[src/rtl/priority_scan_encoder_pkg.sv]
// Shared types and constants for the priority scan encoder.
//   state_t      : controller states (IDLE, SCAN)
//   RR_FIXED     : mode constant, lowest set bit always wins
//   RR_ROUND     : mode constant, search starts at the persistent pointer
//   idx_width()  : index width for a given vector width
package priority_scan_encoder_pkg;

  typedef enum logic {
    IDLE = 1'b0,
    SCAN = 1'b1
  } state_t;

  localparam bit RR_FIXED = 1'b0;
  localparam bit RR_ROUND = 1'b1;

  function automatic int idx_width(input int w);
    return (w < 2) ? 1 : $clog2(w);
  endfunction

endpackage

[src/rtl/priority_scan_encoder_if.sv]
// Handshake bundle between a vector source / index consumer and the encoder.
//   vec_i, vec_valid_i, vec_ready_o : hot-vector input handshake
//   idx_o, idx_valid_o, idx_ready_i : index output handshake
//   idx_last_o                      : current index is the final one of the vector
//   empty_o                         : pulse when an all-zero vector was accepted
//   busy_o                          : encoder is scanning
// Modports: slave = encoder side, master = source/consumer side.
interface priority_scan_encoder_if
  import priority_scan_encoder_pkg::*;
#(
  parameter int WIDTH = 8
) ();

  localparam int IDX_W = idx_width(WIDTH);

  logic [WIDTH-1:0] vec_i;
  logic             vec_valid_i;
  logic             vec_ready_o;
  logic [IDX_W-1:0] idx_o;
  logic             idx_valid_o;
  logic             idx_ready_i;
  logic             idx_last_o;
  logic             empty_o;
  logic             busy_o;

  modport slave (
    input  vec_i, vec_valid_i, idx_ready_i,
    output vec_ready_o, idx_o, idx_valid_o, idx_last_o, empty_o, busy_o
  );

  modport master (
    output vec_i, vec_valid_i, idx_ready_i,
    input  vec_ready_o, idx_o, idx_valid_o, idx_last_o, empty_o, busy_o
  );

endinterface

[src/rtl/priority_scan_encoder_prio_pick.sv]
// Combinational first-set search over a vector.
//   vec_i    : vector to search
//   ptr_i    : start position for round-robin search
//   mode_i   : RR_FIXED = lowest set bit, RR_ROUND = first set bit at/after ptr_i, wrapping
//   idx_o    : selected index (0 when nothing is set)
//   found_o  : at least one bit set
//   single_o : exactly one bit set
module priority_scan_encoder_prio_pick
  import priority_scan_encoder_pkg::*;
#(
  parameter int WIDTH = 8,
  localparam int IDX_W = idx_width(WIDTH)
) (
  input  logic [WIDTH-1:0] vec_i,
  input  logic [IDX_W-1:0] ptr_i,
  input  logic             mode_i,
  output logic [IDX_W-1:0] idx_o,
  output logic             found_o,
  output logic             single_o
);

  logic [IDX_W-1:0] lo_idx;
  logic [IDX_W-1:0] up_idx;
  logic             up_found;

  // Scanning downward lets the lowest matching bit overwrite earlier hits.
  always_comb begin
    lo_idx   = '0;
    up_idx   = '0;
    up_found = 1'b0;
    for (int i = WIDTH - 1; i >= 0; i--) begin
      if (vec_i[i]) begin
        lo_idx = IDX_W'(i);
        if (i >= int'(ptr_i)) begin
          up_idx   = IDX_W'(i);
          up_found = 1'b1;
        end
      end
    end
  end

  always_comb begin
    idx_o = lo_idx;
    if (mode_i == RR_ROUND && up_found) begin
      idx_o = up_idx;
    end
  end

  assign found_o  = |vec_i;
  assign single_o = found_o && ((vec_i & (vec_i - WIDTH'(1))) == '0);

endmodule

[src/rtl/priority_scan_encoder.sv]
// Sequential priority scan encoder: accepts a hot vector and emits the index
// of every set bit, one per accepted output beat, lowest-first or round-robin.
//   clk_i  : clock, rising edge
//   rst_ni : synchronous active-low reset
//   bus    : handshake bundle (slave side), see priority_scan_encoder_if
//
// state | meaning
// ------+------------------------------------------------------------
// IDLE  | ready for a new vector; zero vector pulses empty_o
// SCAN  | presenting indices from residue until the last one is taken
module priority_scan_encoder
  import priority_scan_encoder_pkg::*;
#(
  parameter int WIDTH   = 8,
  parameter bit RR_MODE = RR_FIXED
) (
  input logic                   clk_i,
  input logic                   rst_ni,
  priority_scan_encoder_if.slave bus
);

  localparam int IDX_W = idx_width(WIDTH);

  state_t           state_q, state_d;
  logic [WIDTH-1:0] residue_q, residue_d;
  logic [IDX_W-1:0] ptr_q, ptr_d;
  logic             empty_q, empty_d;

  logic [IDX_W-1:0] pick_idx;
  logic             pick_found;
  logic             pick_single;

  priority_scan_encoder_prio_pick #(
    .WIDTH (WIDTH)
  ) u_pick (
    .vec_i    (residue_q),
    .ptr_i    (ptr_q),
    .mode_i   (RR_MODE),
    .idx_o    (pick_idx),
    .found_o  (pick_found),
    .single_o (pick_single)
  );

  always_ff @(posedge clk_i) begin
    if (!rst_ni) begin
      state_q   <= IDLE;
      residue_q <= '0;
      ptr_q     <= '0;
      empty_q   <= 1'b0;
    end else begin
      state_q   <= state_d;
      residue_q <= residue_d;
      ptr_q     <= ptr_d;
      empty_q   <= empty_d;
    end
  end

  always_comb begin
    state_d   = state_q;
    residue_d = residue_q;
    ptr_d     = ptr_q;
    empty_d   = 1'b0;
    unique case (state_q)
      IDLE: begin
        if (bus.vec_valid_i) begin
          if (bus.vec_i != '0) begin
            residue_d = bus.vec_i;
            state_d   = SCAN;
          end else begin
            empty_d = 1'b1;
          end
        end
      end
      SCAN: begin
        if (bus.idx_ready_i && pick_found) begin
          residue_d[pick_idx] = 1'b0;
          if (RR_MODE == RR_ROUND) begin
            // Explicit wrap keeps non-power-of-2 widths correct.
            ptr_d = (pick_idx == IDX_W'(WIDTH - 1)) ? '0 : pick_idx + IDX_W'(1);
          end
          if (pick_single) begin
            state_d = IDLE;
          end
        end
      end
      default: state_d = IDLE;
    endcase
  end

  // Outputs depend only on registered state, never on vec_i or idx_ready_i.
  assign bus.vec_ready_o = (state_q == IDLE);
  assign bus.busy_o      = (state_q == SCAN);
  assign bus.idx_valid_o = (state_q == SCAN);
  assign bus.idx_o       = (state_q == SCAN) ? pick_idx : '0;
  assign bus.idx_last_o  = (state_q == SCAN) && pick_single;
  assign bus.empty_o     = empty_q;

endmodule

[src/flat_wrapper.sv]
// flat-port wrapper written by rule: the top's interface ports become plain ports
module priority_scan_encoder_flat import priority_scan_encoder_pkg::*;
#(
  parameter int WIDTH   = 8,
  parameter bit RR_MODE = RR_FIXED
)
  (clk_i, rst_ni, bus_vec_i, bus_vec_valid_i, bus_idx_ready_i, bus_vec_ready_o, bus_idx_o, bus_idx_valid_o, bus_idx_last_o, bus_empty_o, bus_busy_o);
  priority_scan_encoder_if #(.WIDTH(WIDTH)) bus_i ();
  input logic clk_i;
  input logic rst_ni;
  input wire logic [$bits(bus_i.vec_i)-1:0] bus_vec_i;
  input wire logic [$bits(bus_i.vec_valid_i)-1:0] bus_vec_valid_i;
  input wire logic [$bits(bus_i.idx_ready_i)-1:0] bus_idx_ready_i;
  output wire logic [$bits(bus_i.vec_ready_o)-1:0] bus_vec_ready_o;
  output wire logic [$bits(bus_i.idx_o)-1:0] bus_idx_o;
  output wire logic [$bits(bus_i.idx_valid_o)-1:0] bus_idx_valid_o;
  output wire logic [$bits(bus_i.idx_last_o)-1:0] bus_idx_last_o;
  output wire logic [$bits(bus_i.empty_o)-1:0] bus_empty_o;
  output wire logic [$bits(bus_i.busy_o)-1:0] bus_busy_o;
  assign bus_i.vec_i = bus_vec_i;
  assign bus_i.vec_valid_i = bus_vec_valid_i;
  assign bus_i.idx_ready_i = bus_idx_ready_i;
  assign bus_vec_ready_o = bus_i.vec_ready_o;
  assign bus_idx_o = bus_i.idx_o;
  assign bus_idx_valid_o = bus_i.idx_valid_o;
  assign bus_idx_last_o = bus_i.idx_last_o;
  assign bus_empty_o = bus_i.empty_o;
  assign bus_busy_o = bus_i.busy_o;
  priority_scan_encoder #(.WIDTH(WIDTH), .RR_MODE(RR_MODE)) u_core (.clk_i(clk_i), .rst_ni(rst_ni), .bus(bus_i));
endmodule
[config.mk]
export PLATFORM = sky130hd
export DESIGN_NAME = priority_scan_encoder_flat
export DESIGN_NICKNAME = d
export VERILOG_FILES = /design/src/rtl/priority_scan_encoder_pkg.sv /design/src/rtl/priority_scan_encoder_if.sv /design/src/rtl/priority_scan_encoder_prio_pick.sv /design/src/rtl/priority_scan_encoder.sv /design/src/flat_wrapper.sv
export SDC_FILE = /design/constraint.sdc
export NUM_CORES = 1
export LEC_CHECK = 0
export ABC_AREA = 1
export BUFFER_PORTS_ARGS = -buffer_cell sky130_fd_sc_hd__buf_2
export CORE_ASPECT_RATIO = 0.8
export CORE_MARGIN = 2
export CORE_UTILIZATION = 40
export CTS_BUF_LIST = sky130_fd_sc_hd__clkbuf_4
export CTS_CLUSTER_DIAMETER = 120
export DETAILED_ROUTE_END_ITERATION = 6
export HOLD_SLACK_MARGIN = 0.1
export PLACE_DENSITY = 0.64
export SLEW_MARGIN = 20
export SYNTH_ARGS = -nofsm -noshare
export SYNTH_HDL_FRONTEND = slang
export SYNTH_HIERARCHICAL = 1
export SYNTH_SLANG_ARGS = --single-unit
[constraint.sdc]
create_clock -name clk_i -period 2.9 [get_ports clk_i]
set_input_delay 0.58 -clock clk_i [delete_from_list [all_inputs] [get_ports clk_i]]
set_output_delay 0.58 -clock clk_i [all_outputs]
set_load 0.01 [all_outputs]
==> impl_metrics.json, run 1 <==
{
  "syn2layout_area_growth_pct": 18.1,
  "clk_pin_slew_ps": 70,
  "dieWidth_um": 58.7,
  "post-place-cells": 223,
  "drive_gt1_share_pct": 19.3,
  "netlist-cell-type-count": 27,
  "syn_inst": 170,
  "dr_total_vias": 1071,
  "unrepaired_setup_endpoints_after_global_routing": "no",
  "critical_path.max_fanout": 5,
  "antenna_found_initial": 0,
  "clk_root_buffer_cell": "sky130_fd_sc_hd__clkbuf_4",
  "setup_tns_after_final_layout_ps": 0,
  "slew-limit-headroom_pct": 59.2,
  "routed_wl_um": 2270,
  "core_sq_um": 2210,
  "post_cts_hold_buffer_count": 0,
  "first_pass_grt_wire_length_um": 3750,
  "initial_utilization_pct": 43.2,
  "worstSetupStartpointType": "register",
  "dpl_cell_area_sq_um": 1100,
  "fmaxAchievable_mhz": 419,
  "hpwlAfterDp_um": 1830,
  "routed-wl-met2_um": 971,
  "hold_path_startpoint": "u_core/residue_q[0]",
  "hold-worst-slack_ps": 541,
  "via_count_of_the_first_global_routing_pass": 842,
  "synth_warnings": 6,
  "violations": "design-rule violations",
  "critical_path_arrival_ps": 1810,
  "detailroute.wirelength.met3_um": 150,
  "critical_path_cell_list": "inv_1 -> o21bai_1 -> a21oi_1 -> o21ai_0 -> nand3_2 -> nand2_1 -> nand2_1 -> inv_1 -> buf_2",
  "setup_slack_ps": 513,
  "cts_made_buffers": 3,
  "worst_hold_path_type": "register to register",
  "syn_avg_cell_area_sq_um": 5.62,
  "crit-reg2reg-capture": "u_core/residue_q[1]",
  "finalClockSkew_ps": 10.3,
  "num_io_pins": 20,
  "crit_required_ps": 2320,
  "critical-path-max-stage-delay_ps": 410,
  "total_leakage_power_nw": 0.620,
  "wl_met1_um": 1140,
  "die_height_um": 47.7,
  "timing_max_transition_violations_final": 0,
  "post-route-drc-count": 1,
  "layout.cells.non_filler": 227,
  "cp_max_stage_cell": "sky130_fd_sc_hd__dfxtp_1",
  "worst_pin_slew_ps": 611,
  "final_hold_viol_count": 0,
  "report.final.setup_viol": 0,
  "clock_sinks": 10,
  "num-fill-cells": 254,
  "most_frequent_cells_in_the_layout": "45 x sky130_fd_sc_hd__nand2_1, 34 x sky130_fd_sc_hd__nor2_1, 25 x sky130_fd_sc_hd__inv_1",
  "mappedNetlistArea_sq_um": 956,
  "track_usage_pct": 18.0,
  "max-vdd-ir-drop_uv": 206,
  "setup.worst_path.end_class": "output pin",
  "cts.repair.resized": 0,
  "drt-pass1-iter-count": 6,
  "rr_worst_depth": 11,
  "power_density_cells_nw_per_um2": 444,
  "maximum_number_of_pins_on_one_net_before_global_route_repair": 19,
  "outcome": "finished, violations left",
  "ctsHtreeMaxLevel": 1,
  "worstSetupEndpoint": "bus_idx_o[0]",
  "cts_setup_buffers": 0,
  "routed_wire_length_per_instance_um": 9.98,
  "post-place-ws_ps": 825,
  "post-route-min-period_ps": 2390,
  "core.rowCount": 15,
  "final_antenna_net_count": 0,
  "yosys_register_bits": 10,
  "dieArea_sq_um": 2800,
  "port_buffers": 19,
  "via_per_inst": 4.72,
  "layout.cells.most_common": "sky130_fd_sc_hd__nand2_1",
  "cts_tree": "yes",
  "yosysSeqAreaShare_pct": 20.9,
  "startpoint": "u_core/residue_q[7]",
  "criticalPathCategory": "register to output pin",
  "drtIter0Drc": 56,
  "clockBufferDepth": 2,
  "worst_r2r_startpoint": "u_core/residue_q[7]",
  "clk_latency_ps": 270,
  "p_total_mw": 0.501,
  "gpl.final_weighted_congestion": 0.860,
  "regToRegSetupSlack_ps": 1120,
  "finish.utilization_pct": 51.0,
  "max_cap_viol_count": 0,
  "num-nets-final": 215,
  "antennaDiodeCount": 0,
  "maxUsedRoutingLayer": "met3",
  "postLayoutCellArea_sq_um": 1130,
  "timing.final.crit_share_pct": 82.3,
  "global_route.overflow_total": 0
}
flip-flops by register name, indices dropped and copies added (netlist names):
name,flops
u_core/bus.busy_o,1
u_core/residue_q,8
u_core/bus.empty_o,1
layout make-up:
cell class	count	area [sq um]	area share (%)
clock buffer	3	22.5	2.00
tap	25	31.3	2.77
timing repair buffer	19	95.1	8.43
multi-input combinational	144	682	60.4
inverter	25	93.8	8.31
clock inverter	1	3.75	0.333
sequential	10	200	17.7
cells in the mapped netlist:
cell type                   instances  share of area, %
sky130_fd_sc_hd__dfxtp_1           10                21
sky130_fd_sc_hd__nand2_1           45                18
sky130_fd_sc_hd__nand3_1            5               2.6
sky130_fd_sc_hd__a31oi_1            1              0.65
sky130_fd_sc_hd__buf_6              1               1.2
sky130_fd_sc_hd__o21bai_1           1              0.79
sky130_fd_sc_hd__nor2_1            34                13
sky130_fd_sc_hd__nand2_2            5               3.3
sky130_fd_sc_hd__a21boi_0           1              0.79
sky130_fd_sc_hd__o21ai_0            4               2.1
sky130_fd_sc_hd__o21ai_4            1               1.7
sky130_fd_sc_hd__inv_1             25               9.8
sky130_fd_sc_hd__o22a_2             1               1.0
sky130_fd_sc_hd__nor3_1             2               1.0
sky130_fd_sc_hd__nor2_4             2               2.4
sky130_fd_sc_hd__clkbuf_2           1              0.52
sky130_fd_sc_hd__buf_2              1              0.52
sky130_fd_sc_hd__a21oi_1           17               8.9
sky130_fd_sc_hd__o31ai_1            1              0.79
sky130_fd_sc_hd__o2111ai_1          1              0.92
sky130_fd_sc_hd__nand2_4            1               1.2
sky130_fd_sc_hd__clkbuf_1           1              0.39
sky130_fd_sc_hd__nor2_2             2               1.3
sky130_fd_sc_hd__nand3_2            3               3.1
sky130_fd_sc_hd__buf_4              1              0.79
sky130_fd_sc_hd__a31o_2             2               1.8
sky130_fd_sc_hd__conb_1             1              0.39
power by group:
part	total (mW)	switching [mW]	leakage, nW	internal, mW
Combinational	0.227	0.142	0.522	0.0850
Clock	0.0975	0.0479	0.0154	0.0496
Sequential	0.176	0.0252	0.0828	0.151
Total	0.501	0.215	0.620	0.286
worst min-delay path by stage:
| stage | endpoint | slack [ps] | cells after the start |
|---|---|---|---|
| 2_1_floorplan | u_core/residue_q[0] | 510 | 4 |
| 3_3_place_gp | u_core/residue_q[0] | 530 | 4 |
| 3_5_place_dp | u_core/residue_q[0] | 530 | 4 |
| 4_1_cts | u_core/residue_q[0] | 540 | 4 |
| 5_1_grt | u_core/residue_q[0] | 570 | 4 |
| 6_report | u_core/residue_q[0] | 540 | 4 |
layer usage:
metal / vias up / track usage [%]
met5: - / 0
met4: 0 / 3.18
met3: 0 / 5.68
met2: 28 / 26.5
met1: 465 / 26.1
li1: 578 / -
kinds of logic after synthesis:
group	share of synthesized area (%)
flip-flops	20.9
AO/OA/AOI/OAI	19.5
AND/OR/NAND/NOR	45.9
buffers and inverters	13.2
other	0.392
critical path: cells and delay by family, from the launching register on:
family	cells	cell delay [ps]
flip-flops	1	410
AND/OR/NAND/NOR	3	310
buffers and inverters	3	380
AO/OA/AOI/OAI	3	440
Note: power is estimated with default switching activity, not from simulation.
==> inputs of run 2 (changes only) <==
--- a/config.mk
+++ b/config.mk
@@ -5,7 +5,7 @@
 export SDC_FILE = /design/constraint.sdc
 export NUM_CORES = 1
 export LEC_CHECK = 0
-export ABC_AREA = 1
+export ABC_AREA = 0
 export BUFFER_PORTS_ARGS = -buffer_cell sky130_fd_sc_hd__buf_2
 export CORE_ASPECT_RATIO = 0.8
 export CORE_MARGIN = 2
==> constraint.sdc (replaced) <==
create_clock -name clk_i -period 2.5 [get_ports clk_i]
set_input_delay 0.5 -clock clk_i [delete_from_list [all_inputs] [get_ports clk_i]]
set_output_delay 0.5 -clock clk_i [all_outputs]
set_load 0.01 [all_outputs]
==> impl_metrics.json, run 2 <==
{
  "finish.utilization_pct": 53.8,
  "mappedNetlistArea_sq_um": 960,
  "final_antenna_net_count": 0,
  "core_sq_um": 2210,
  "criticalPathCategory": "register to output pin",
  "crit_required_ps": 2000,
  "layout.cells.non_filler": 203,
  "fmaxAchievable_mhz": 428,
  "report.final.setup_viol": 0,
  "post-place-cells": 199,
  "clk_pin_slew_ps": 70,
  "postLayoutCellArea_sq_um": 1190,
  "cts_made_buffers": 3,
  "synth.top_cell.area_share_pct": 20.9,
  "dpl_cell_area_sq_um": 1160,
  "hpwlAfterDp_um": 2050,
  "via_per_inst": 5.21,
  "setup.worst_path.end_class": "output pin",
  "critical_path_arrival_ps": 1840,
  "die_height_um": 47.8,
  "regMostFlops": "u_core/residue_q",
  "postSynth.topFlopCell": "sky130_fd_sc_hd__dfxtp_1",
  "drive_gt1_share_pct": 19.1,
  "dieArea_sq_um": 2810,
  "synth_warnings": 6,
  "total_leakage_power_nw": 0.505,
  "critical-path-max-stage-delay_ps": 410,
  "multi_input_area_sq_um": 801,
  "routed_wire_length_per_instance_um": 12.6,
  "drtIter0Drc": 62,
  "clk_root_buffer_cell": "sky130_fd_sc_hd__clkbuf_4",
  "core.rowCount": 15,
  "clockBufferDepth": 2,
  "register_area_sq_um": 200,
  "via_count_of_the_first_global_routing_pass": 933,
  "critical_path_cell_list": "nor4_4 -> nand2_2 -> a21oi_1 -> a31oi_1 -> a21oi_1 -> and2_1 -> buf_2",
  "syn_avg_cell_area_sq_um": 7.16,
  "unrepaired_setup_endpoints_after_global_routing": "no",
  "violations": "design-rule violations",
  "yosysSeqAreaShare_pct": 20.9,
  "cp_max_stage_cell": "sky130_fd_sc_hd__dfxtp_1",
  "num-fill-cells": 237,
  "first_pass_grt_wire_length_um": 4120,
  "yosys-top-cells-count": "25 x sky130_fd_sc_hd__nand2_1, 10 x sky130_fd_sc_hd__dfxtp_1, 9 x sky130_fd_sc_hd__a21oi_1",
  "slew-limit-headroom_pct": 62.3,
  "drt-pass1-iter-count": 7,
  "synth.largest_area_cell": "sky130_fd_sc_hd__dfxtp_1",
  "post-route-drc-count": 2,
  "most_frequent_cells_in_the_layout": "25 x sky130_fd_sc_hd__nand2_1, 25 x sky130_fd_sc_hd__conb_1, 19 x sky130_fd_sc_hd__buf_2",
  "worst_hold_path_type": "input pin to register",
  "syn_inst": 134,
  "num_io_pins": 20,
  "netlist-cell-type-count": 41,
  "ctsHtreeMaxLevel": 1,
  "yosys.cell_count.top_type": "sky130_fd_sc_hd__nand2_1",
  "post_cts_hold_buffer_count": 0,
  "power_density_cells_nw_per_um2": 435,
  "syn2layout_area_growth_pct": 24.1,
  "outcome": "finished, violations left",
  "flip_flop_count_of_the_largest_register_after_layout": 8,
  "cts_tree": "yes",
  "clk_latency_ps": 270,
  "maximum_number_of_pins_on_one_net_before_global_route_repair": 13,
  "setup_tns_after_final_layout_ps": 0,
  "port_buffers": 19,
  "final_hold_viol_count": 0,
  "track_usage_pct": 19.8,
  "max-vdd-ir-drop_uv": 206,
  "gpl.final_weighted_congestion": 0.856,
  "num-nets-final": 192,
  "clock_sinks": 10,
  "dr_total_vias": 1058,
  "finalClockSkew_ps": 10.4,
  "max_cap_viol_count": 0,
  "antennaDiodeCount": 0,
  "synth_area_leaders": "sky130_fd_sc_hd__dfxtp_1 21%, sky130_fd_sc_hd__nand2_1 9.8%, sky130_fd_sc_hd__a31oi_1 5.2%, sky130_fd_sc_hd__a21oi_1 4.7%, sky130_fd_sc_hd__nor4_4 4.4%",
  "routed_wl_um": 2550,
  "timing.final.crit_share_pct": 93.4,
  "global_route.overflow_total": 0,
  "dieWidth_um": 58.8,
  "initial_utilization_pct": 43.3,
  "worst_pin_slew_ps": 561,
  "timing_max_transition_violations_final": 0,
  "critical_path.max_fanout": 9,
  "yosys_register_bits": 10,
  "post-route-min-period_ps": 2340,
  "antenna_found_initial": 0,
  "worstSetupStartpointType": "register",
  "post_synthesis_async_set_or_reset_flop_share_pct": 0,
  "number_of_enable_flip_flop_cells_after_synthesis": 0,
  "crit_path_frequent_cell": "sky130_fd_sc_hd__a21oi_1"
}
==> run 2: layout make-up <==
cell class | count | share of cell area (%)
Multi-Input combinational cell | 137 | 67.2
Sequential cell | 10 | 16.8
Timing Repair Buffer | 21 | 9.24
Tap cell | 25 | 2.63
Inverter | 7 | 2.21
Clock buffer | 3 | 1.89
==> run 2: worst paths after layout <==
kind                            slack (ps)  cells after the start           startpoint                  end
worst max register to register         520                      7  u_core/residue_q[2]  u_core/residue_q[0]
worst min register to register         580                      2  u_core/residue_q[7]  u_core/residue_q[7]
worst min-delay path                   530                      3         bus_vec_i[1]  u_core/residue_q[1]
worst max-delay path                   160                      7  u_core/residue_q[1]       bus_idx_last_o
==> run 2: critical path: cells and delay by family (launching register included) <==
family	cells	cell delay, ps
compound gates	3	420
simple gates	3	600
flops	1	410
buf+inv	1	120
==> run 2: power by group <==
group / internal (mW) / switching [mW]
Clock: 0.0555 / 0.0535
Sequential: 0.170 / 0.0272
Combinational: 0.0901 / 0.121
Total: 0.316 / 0.202
==> run 2: cells by family (layout without fill, tap and decap cells) <==
group | after synthesis | count (layout) | synth area share, %
buf+inv | 11 | 31 | 5.61
simple gates | 63 | 63 | 37.3
mux | 3 | 3 | 3.13
other cells | 1 | 25 | 0.391
flops | 10 | 10 | 20.9
fa+ha+maj | 1 | 1 | 1.04
compound gates | 45 | 45 | 31.7
==> run 2: layer usage <==
layer  wire length [um]  GRT usage (%)
met1               1320           28.2
met2               1070           30.7
met3                171           5.14
met4                  0           3.64
met5                  0              0
==> run 2: what timing repair did <==
item	CTS	global route
buffers inserted	0	1
resized for setup	0	1
setup endpoints to repair	0	2
==> run 2: through the flow <==
stage	setup WS, ps	total power, mW	hold WS (ps)
2_1_floorplan	558	0.342	493
3_3_place_gp	409	0.398	582
3_5_place_dp	391	0.401	574
4_1_cts	97.5	0.512	514
5_1_grt	8.49	0.561	524
6_report	164	0.518	526
